[src/rtl/lc4_div_defs_pkg.sv]
// Shared definitions for the LC4 sequential divider: state encodings, data width,
// and the carry-out recovery used on every cla16 subtraction.
// No clocked logic; combinational helper only.
package lc4_div_defs;

  localparam int DIV_W = 16;

  typedef enum logic [1:0] {
    ST_IDLE = 2'd0,
    ST_BUSY = 2'd1,
    ST_DONE = 2'd2
  } state_t;

  // cla16 exposes only the sum, so the bit-16 carry of a + b + 1 is rebuilt
  // from bit 15: the carry into bit 15 is sum ^ a ^ b, then c16 = g15 | p15&c15.
  function automatic logic sub_carry(input logic a15, input logic b15, input logic s15);
    logic c15;
    c15 = s15 ^ a15 ^ b15;
    return (a15 & b15) | ((a15 | b15) & c15);
  endfunction

endpackage

[src/rtl/cla16.sv]
// 16-bit carry-lookahead adder: four 4-bit lookahead groups with a lookahead
// carry chain between groups. Purely combinational, no handshake.
// Only the sum is produced; callers needing the carry-out rebuild it from bit 15.
module cla16 (
  input  logic [15:0] i_a,
  input  logic [15:0] i_b,
  input  logic        i_cin,
  output logic [15:0] o_sum
);

  logic [14:0] w_g;
  logic [15:0] w_p;
  logic [15:0] w_c;
  logic [3:0]  w_gc;

  // Group generate of one 4-bit slice.
  function automatic logic grp_g(input logic [3:0] g, input logic [3:0] p);
    return g[3] | (p[3] & g[2]) | (p[3] & p[2] & g[1]) | (p[3] & p[2] & p[1] & g[0]);
  endfunction

  assign w_g = i_a[14:0] & i_b[14:0];
  assign w_p = i_a ^ i_b;

  // Carry into each 4-bit group.
  always_comb begin
    w_gc    = '0;
    w_gc[0] = i_cin;
    w_gc[1] = grp_g(w_g[3:0],   w_p[3:0])   | ((&w_p[3:0])   & w_gc[0]);
    w_gc[2] = grp_g(w_g[7:4],   w_p[7:4])   | ((&w_p[7:4])   & w_gc[1]);
    w_gc[3] = grp_g(w_g[11:8],  w_p[11:8])  | ((&w_p[11:8])  & w_gc[2]);
  end

  for (genvar j = 0; j < 4; j++) begin : g_grp
    assign w_c[4*j]   = w_gc[j];
    assign w_c[4*j+1] = w_g[4*j] | (w_p[4*j] & w_gc[j]);
    assign w_c[4*j+2] = w_g[4*j+1] | (w_p[4*j+1] & w_g[4*j])
                      | (w_p[4*j+1] & w_p[4*j] & w_gc[j]);
    assign w_c[4*j+3] = w_g[4*j+2] | (w_p[4*j+2] & w_g[4*j+1])
                      | (w_p[4*j+2] & w_p[4*j+1] & w_g[4*j])
                      | (w_p[4*j+2] & w_p[4*j+1] & w_p[4*j] & w_gc[j]);
  end

  assign o_sum = w_p ^ w_c;

endmodule

[src/rtl/lc4_div_step.sv]
// One restoring-division step: shift Q's MSB into R, trial-subtract the divisor.
// Combinational, zero latency; chained by the top for several steps per clock.
// No handshake; the caller decides when the step result is registered.
module lc4_div_step
  import lc4_div_defs::*;
(
  input  logic [DIV_W-1:0] i_rem,
  input  logic [DIV_W-1:0] i_quo,
  input  logic [DIV_W-1:0] i_divisor,
  output logic [DIV_W-1:0] o_rem,
  output logic [DIV_W-1:0] o_quo
);

  logic [DIV_W:0]   w_t;
  logic [DIV_W-1:0] w_nd;
  logic [DIV_W-1:0] w_diff;
  logic             w_c16;
  logic             w_ok;

  assign w_t  = {i_rem, i_quo[DIV_W-1]};
  assign w_nd = ~i_divisor;

  cla16 u_cla (
    .i_a   (w_t[DIV_W-1:0]),
    .i_b   (w_nd),
    .i_cin (1'b1),
    .o_sum (w_diff)
  );

  // T[16] set means T exceeds 16 bits, so it is certainly >= divisor.
  assign w_c16 = sub_carry(w_t[DIV_W-1], w_nd[DIV_W-1], w_diff[DIV_W-1]);
  assign w_ok  = w_t[DIV_W] | w_c16;

  assign o_rem = w_ok ? w_diff : w_t[DIV_W-1:0];
  assign o_quo = {i_quo[DIV_W-2:0], w_ok};

endmodule

[src/rtl/lc4_seq_divider.sv]
// Multi-cycle unsigned 16/16 restoring divider; STEPS_PER_CYCLE in {1,2,4}.
// Latency 16/STEPS_PER_CYCLE cycles from accept to out_valid (1 cycle for early exit).
// One op in flight: in_ready only when idle; result held until out_ready. LC4_DIV_EARLY_EXIT_EN enables early exit.
module lc4_seq_divider
  import lc4_div_defs::*;
#(
  parameter int STEPS_PER_CYCLE = 1
) (
  input  logic             clk,
  input  logic             rst_n,
  input  logic             in_valid,
  output logic             in_ready,
  input  logic [DIV_W-1:0] i_dividend,
  input  logic [DIV_W-1:0] i_divisor,
  output logic             out_valid,
  input  logic             out_ready,
  output logic [DIV_W-1:0] o_quotient,
  output logic [DIV_W-1:0] o_remainder
);

  localparam int N_CYC = DIV_W / STEPS_PER_CYCLE;
  localparam int CNT_W = $clog2(N_CYC) + 1;
  localparam logic [CNT_W-1:0] CNT_LAST = CNT_W'(N_CYC - 1);

  state_t           r_state;
  logic [CNT_W-1:0] r_cnt;
  logic [DIV_W-1:0] r_rem;
  logic [DIV_W-1:0] r_quo;
  logic [DIV_W-1:0] r_divisor;
  logic [DIV_W-1:0] w_fin_q;
  logic [DIV_W-1:0] w_fin_r;

  logic [DIV_W-1:0] w_rem_ch [STEPS_PER_CYCLE+1];
  logic [DIV_W-1:0] w_quo_ch [STEPS_PER_CYCLE+1];

  assign w_rem_ch[0] = r_rem;
  assign w_quo_ch[0] = r_quo;

  for (genvar s = 0; s < STEPS_PER_CYCLE; s++) begin : g_step
    lc4_div_step u_step (
      .i_rem     (w_rem_ch[s]),
      .i_quo     (w_quo_ch[s]),
      .i_divisor (r_divisor),
      .o_rem     (w_rem_ch[s+1]),
      .o_quo     (w_quo_ch[s+1])
    );
  end

`ifdef LC4_DIV_EARLY_EXIT_EN
  logic             r_early;
  logic [DIV_W-1:0] w_cmp_diff;
  logic             w_zero;
  logic             w_lt;
  logic             w_early;

  cla16 u_cmp (
    .i_a   (i_dividend),
    .i_b   (~i_divisor),
    .i_cin (1'b1),
    .o_sum (w_cmp_diff)
  );

  assign w_zero  = (i_divisor == '0);
  assign w_lt    = ~sub_carry(i_dividend[DIV_W-1], ~i_divisor[DIV_W-1], w_cmp_diff[DIV_W-1]);
  assign w_early = w_zero | w_lt;
`endif

  // Final result on the terminal BUSY cycle; a zero divisor always yields 0/0.
  always_comb begin
    w_fin_q = w_quo_ch[STEPS_PER_CYCLE];
    w_fin_r = w_rem_ch[STEPS_PER_CYCLE];
`ifdef LC4_DIV_EARLY_EXIT_EN
    // r_quo still holds the untouched dividend on an early-exit op.
    if (r_early) begin
      w_fin_q = '0;
      w_fin_r = r_quo;
    end
`endif
    if (r_divisor == '0) begin
      w_fin_q = '0;
      w_fin_r = '0;
    end
  end

  // Control FSM with registered handshake and result outputs.
  always_ff @(posedge clk or negedge rst_n) begin
    if (!rst_n) begin
      r_state     <= ST_IDLE;
      r_cnt       <= '0;
      r_rem       <= '0;
      r_quo       <= '0;
      r_divisor   <= '0;
      in_ready    <= 1'b1;
      out_valid   <= 1'b0;
      o_quotient  <= '0;
      o_remainder <= '0;
`ifdef LC4_DIV_EARLY_EXIT_EN
      r_early     <= 1'b0;
`endif
    end else begin
      case (r_state)
        ST_IDLE: begin
          if (in_valid) begin
            r_state   <= ST_BUSY;
            in_ready  <= 1'b0;
            r_quo     <= i_dividend;
            r_divisor <= i_divisor;
            r_rem     <= '0;
`ifdef LC4_DIV_EARLY_EXIT_EN
            // Early exit spends a single BUSY cycle by starting at terminal count.
            r_cnt     <= w_early ? CNT_LAST : '0;
            r_early   <= w_early;
`else
            r_cnt     <= '0;
`endif
          end
        end
        ST_BUSY: begin
          r_rem <= w_rem_ch[STEPS_PER_CYCLE];
          r_quo <= w_quo_ch[STEPS_PER_CYCLE];
          if (r_cnt == CNT_LAST) begin
            r_state     <= ST_DONE;
            r_cnt       <= '0;
            out_valid   <= 1'b1;
            o_quotient  <= w_fin_q;
            o_remainder <= w_fin_r;
          end else begin
            r_cnt <= r_cnt + 1'b1;
          end
        end
        ST_DONE: begin
          if (out_ready) begin
            r_state   <= ST_IDLE;
            out_valid <= 1'b0;
            in_ready  <= 1'b1;
          end
        end
        default: begin
          r_state   <= ST_IDLE;
          in_ready  <= 1'b1;
          out_valid <= 1'b0;
        end
      endcase
    end
  end

endmodule

[config.mk]
export PLATFORM = sky130hd
export DESIGN_NAME = lc4_seq_divider
export DESIGN_NICKNAME = d
export VERILOG_FILES = /design/src/rtl/lc4_div_defs_pkg.sv /design/src/rtl/cla16.sv /design/src/rtl/lc4_div_step.sv /design/src/rtl/lc4_seq_divider.sv
export SDC_FILE = /design/constraint.sdc
export NUM_CORES = 1
export LEC_CHECK = 0
export BUFFER_PORTS_ARGS = -buffer_cell sky130_fd_sc_hd__buf_2
export CAP_MARGIN = 20
export CORE_MARGIN = 2
export CORE_UTILIZATION = 57
export CTS_CLUSTER_DIAMETER = 200
export CTS_CLUSTER_SIZE = 16
export DETAILED_ROUTE_END_ITERATION = 12
export PLACE_DENSITY_LB_ADDON = 0.3
export REMOVE_ABC_BUFFERS = 1
export SYNTH_ARGS = -nofsm -noshare
export SYNTH_HDL_FRONTEND = slang
export SYNTH_HIERARCHICAL = 1
export SYNTH_SLANG_ARGS = --single-unit
export TNS_END_PERCENT = 5
[constraint.sdc]
create_clock -name clk -period 3.1 [get_ports clk]
set_input_delay 0.155 -clock clk [delete_from_list [all_inputs] [get_ports clk]]
set_output_delay 0.155 -clock clk [all_outputs]
set_load 0.05 [all_outputs]
==> impl_metrics.sql <==
INSERT INTO impl_metrics (metric_group, metric, value, unit) VALUES
('floorplan', 'design.core.area', '0.00830', 'mm2'),
('clocking', 'cts.sinks', '89', ''),
('route', 'final_antenna_net_count', '0', ''),
('route', 'avgRoutedWirePerCell', '17.6', 'um'),
('grt', 'gr-total-overflow', '0', ''),
('logic_synthesis', 'ys_seq_elements', '89', ''),
('critical_path', 'r2r_slack', '20', 'ps'),
('worst_hold_path', 'destination_of_the_worst_hold_path', 'r_divisor[3]$_DFFE_PN0P_', ''),
('critical_path', 'start_kind', 'flip-flop', ''),
('sta', 'fin_worst_hold_slack', '6.09', 'ps'),
('sta', 'final_setup_vio_count', '0', ''),
('critical_path', 'r2r-end', 'o_remainder[2]$_DFFE_PN0P_', ''),
('floorplan', 'initial_utilization', '0.592', ''),
('worst_hold_path', 'whs_path_depth', '3', ''),
('critical_path', 'critical-path-max-stage-delay', '430', 'ps'),
('worst_hold_path', 'holdCritPathClass', 'in -> reg', ''),
('logic_synthesis', 'synth.yosys.warnings', '6', ''),
('clocking', 'htreeDepth', '3', ''),
('grt', 'grt_first_pass_wirelength', '19500', 'um'),
('logic_synthesis', 'synth_sequential_area_ratio', '0.453', ''),
('grt', 'globalRouteTotalUtil', '0.252', ''),
('sta', 'hold_vio_cnt_final', '0', ''),
('final_layout', 'finalNetCount', '651', ''),
('sta', 'post-route-min-period', '3080', 'ps'),
('logic_synthesis', 'postSynthCellCount', '525', ''),
('critical_path', 'crit_path_frequent_cell', 'a21oi_2', ''),
('critical_path', 'timing.critical_path.cells', 'ha_1, a21oi_2, nor2_4, o21ai_0, a22o_1, o21ai_1, a21oi_2, nand2b_1, a211oi_4, clkbuf_16, mux2_2, nand3_1, o2bb2ai_1', ''),
('logic_synthesis', 'ys_types', '47', ''),
('final_layout', 'fillerInstances', '587', ''),
('sta', 'fmax', '325', 'MHz'),
('floorplan', 'fp.dieArea', '0.00938', 'mm2'),
('sta', 'setup_tns', '0', 'ps'),
('final_layout', 'fin_cells', '705', ''),
('placed_design', 'dpl.cell_count', '660', ''),
('route', 'vias_per_cell', '5.94', ''),
('route', 'route.vias.total', '4185', ''),
('logic_synthesis', 'ys_async_sr_fraction', '1.00', ''),
('critical_path', 'maximum_fanout_along_the_worst_path', '8', ''),
('sta', 'skew', '14.5', 'ps'),
('critical_path', 'worst_setup_path_end_kind', 'flip-flop', ''),
('logic_synthesis', 'synth_top_cells_by_area', 'dfrtp_1, nand2_1, o2bb2ai_1, nand3_1, ha_1', ''),
('logic_synthesis', 'synth-edff-count', '0', ''),
('clocking', 'numCtsBuffers', '9', ''),
('clocking', 'root_buffer', 'clkbuf_8', ''),
('sta', 'layout_setup_ws', '22.0', 'ps'),
('critical_path', 'cp_slowest_cell', 'dfrtp_1', ''),
('run', 'maxcap_viol_count', '0', ''),
('logic_synthesis', 'yosysTopAreaCell', 'dfrtp_1', ''),
('critical_path', 'setup.worst_path.class', 'reg -> reg', ''),
('floorplan', 'die_height', '96.9', 'um'),
('sta', 'transition_time_at_the_pin_with_the_least_slew_margin', '727', 'ps'),
('sta', 'post_route_fraction_of_the_period_consumed_by_the_critical_path', '0.993', ''),
('logic_synthesis', 'synth_top_cell_area_share', '0.448', ''),
('logic_synthesis', 'ys.flop_type', 'dfrtp_1', ''),
('placed_design', 'pre_cts_slack', '96.8', 'ps'),
('route', 'route.final.wire_length', '12400', 'um'),
('critical_path', 'critical_path_required', '3330', 'ps'),
('sta', 'slew_headroom', '0.516', ''),
('final_layout', 'antenna_cells', '0', ''),
('placed_design', 'gp_congestion', '0.899', ''),
('final_layout', 'drive_gt1_frac', '0.258', ''),
('status', 'outcome', 'finished, final reports clean', ''),
('clocking', 'clockBufferDepth', '2', ''),
('route', 'remaining_drc_errors', '0', ''),
('floorplan', 'rows', '33', ''),
('logic_synthesis', 'syn-cell-area', '0.00491', 'mm2'),
('route', 'detail_route.first_pass.iterations', '5', ''),
('clocking', 'cts_tree', 'done', ''),
('sta', 'slew_violations', '0', ''),
('floorplan', 'io_pins', '70', ''),
('floorplan', 'die_width', '96.9', 'um');
==> repair_timing <==
action | in CTS | in global routing
hold buffers | 15 | 1
endpoints found under the setup margin | 0 | 30
hold endpoints to repair | 15 | 26
gates resized for setup | 0 | 27
buffers inserted | 0 | 10
==> synth_stat cells (9+ instances only) <==
master and instances:
a21oi_1 10, a31oi_1 16, buf_2 24, buf_4 17, dfrtp_1 88, ha_1 16, inv_1 28, mux2_1 9
nand2_1 119, nand3_1 51, nor2_1 29, o2bb2ai_1 32
==> per-layer routing <==
| layer | vias to the layer above | share of wire | GRT usage |
|---|---|---|---|
| met5 | - | 0 | 0 |
| met4 | 0 | 0.023 | 0.0726 |
| met3 | 27 | 0.059 | 0.0484 |
| met2 | 160 | 0.50 | 0.430 |
| met1 | 2078 | 0.42 | 0.327 |
| li1 | 1920 | - | - |
==> cell families (layout without fill, tap and decap cells) <==
family	count (synthesis)	after routing	share of synthesized area
XOR/XNOR	12	12	0.0214
flip-flops	89	89	0.453
buffers and inverters	78	152	0.0909
other	1	2	0.000763
AND/OR/NAND/NOR	223	223	0.202
multiplexers	18	18	0.0410
AO/OA/AOI/OAI	84	84	0.133
adder cells (fa/ha/maj)	20	20	0.0570
==> critical path, delay by kind of cell (launching register included) <==
| kind | cells | cell delay [ps] |
|---|---|---|
| simple gates | 3 | 290 |
| fa+ha+maj | 1 | 320 |
| flops | 1 | 430 |
| buf+inv | 1 | 230 |
| mux | 1 | 350 |
| compound gates | 7 | 1310 |
==> sequential cells by signal (all words and copies together), names as in the netlist <==
| register | flops |
|---|---|
| o_quotient | 16 |
| o_remainder | 16 |
| r_divisor | 16 |
| r_quo | 16 |
| r_rem | 16 |
| r_cnt | 5 |
| r_state | 2 |
| in_ready | 1 |
| out_valid | 1 |
==> cells in the final DEF (no fill, tap or decap), types with 2 or more instances in the layout <==
cell type      Yosys  final
clkbuf_8           0     10
inv_1             28     26
xor2_1             5      5
nand3_1           51     50
nor2b_1            4      3
a31oi_4            1      2
mux2_2             8     10
o21ai_1            4      3
o21a_1             3      3
nand2_1          119    118
o21ai_0            4      4
dlygate4sd3_1      0     16
nand4_1            3      3
mux2_1             9      7
o2bb2ai_1         32     32
a22o_1             3      3
xnor2_1            7      7
buf_4             17     19
fa_1               4      4
buf_12             0      2
inv_6              0      5
a31oi_1           16     16
nor2_4             2      2
inv_2              0      2
nor2_1            29     28
dfrtp_1           88     87
ha_1              16      6
buf_2             24     68
nand2_2            2      2
a21oi_2            4      6
nor4_1             4      4
a21oi_1           10      8
conb_1             1      2
ha_4               0      9
nand3_2            1      2
==> worst max-delay path by stage <==
stage / startpoint / end / slack (ps) / cells after the start
3_3_place_gp: r_divisor[6]$_DFFE_PN0P_ / o_remainder[12]$_DFFE_PN0P_ / 170 / 14
3_5_place_dp: r_divisor[6]$_DFFE_PN0P_ / o_remainder[3]$_DFFE_PN0P_ / 100 / 14
5_1_grt: r_divisor[7]$_DFFE_PN0P_ / o_remainder[5]$_DFFE_PN0P_ / -70 / 14
6_report: r_quo[15]$_DFFE_PN0P_ / o_remainder[2]$_DFFE_PN0P_ / 20 / 13
2_1_floorplan: r_state[0]$_DFFE_PN0P_ / o_quotient[0]$_DFFE_PN0P_ / -730 / 3
4_1_cts: r_divisor[6]$_DFFE_PN0P_ / o_remainder[3]$_DFFE_PN0P_ / 80 / 14
==> cell type report <==
cell class | count | area (um2) | share of cell area
multi-input combinational | 359 | 2420 | 0.415
sequential | 89 | 2230 | 0.383
clock buffer | 11 | 141 | 0.0243
inverter | 28 | 105 | 0.0181
tap | 105 | 131 | 0.0226
timing repair buffer | 108 | 751 | 0.129
clock inverter | 5 | 43.8 | 0.00753
==> metrics by stage <==
stage | util | instance area [um2]
4_1_cts | 0.663 | 5500
2_1_floorplan | - | 4580
6_report | 0.701 | 5820
3_5_place_dp | 0.622 | 5170
3_3_place_gp | 0.622 | 5170
5_1_grt | 0.701 | 5820
Power is not shown: default switching activity piles up to over one toggle a cycle in this logic, so the estimate is an artifact.
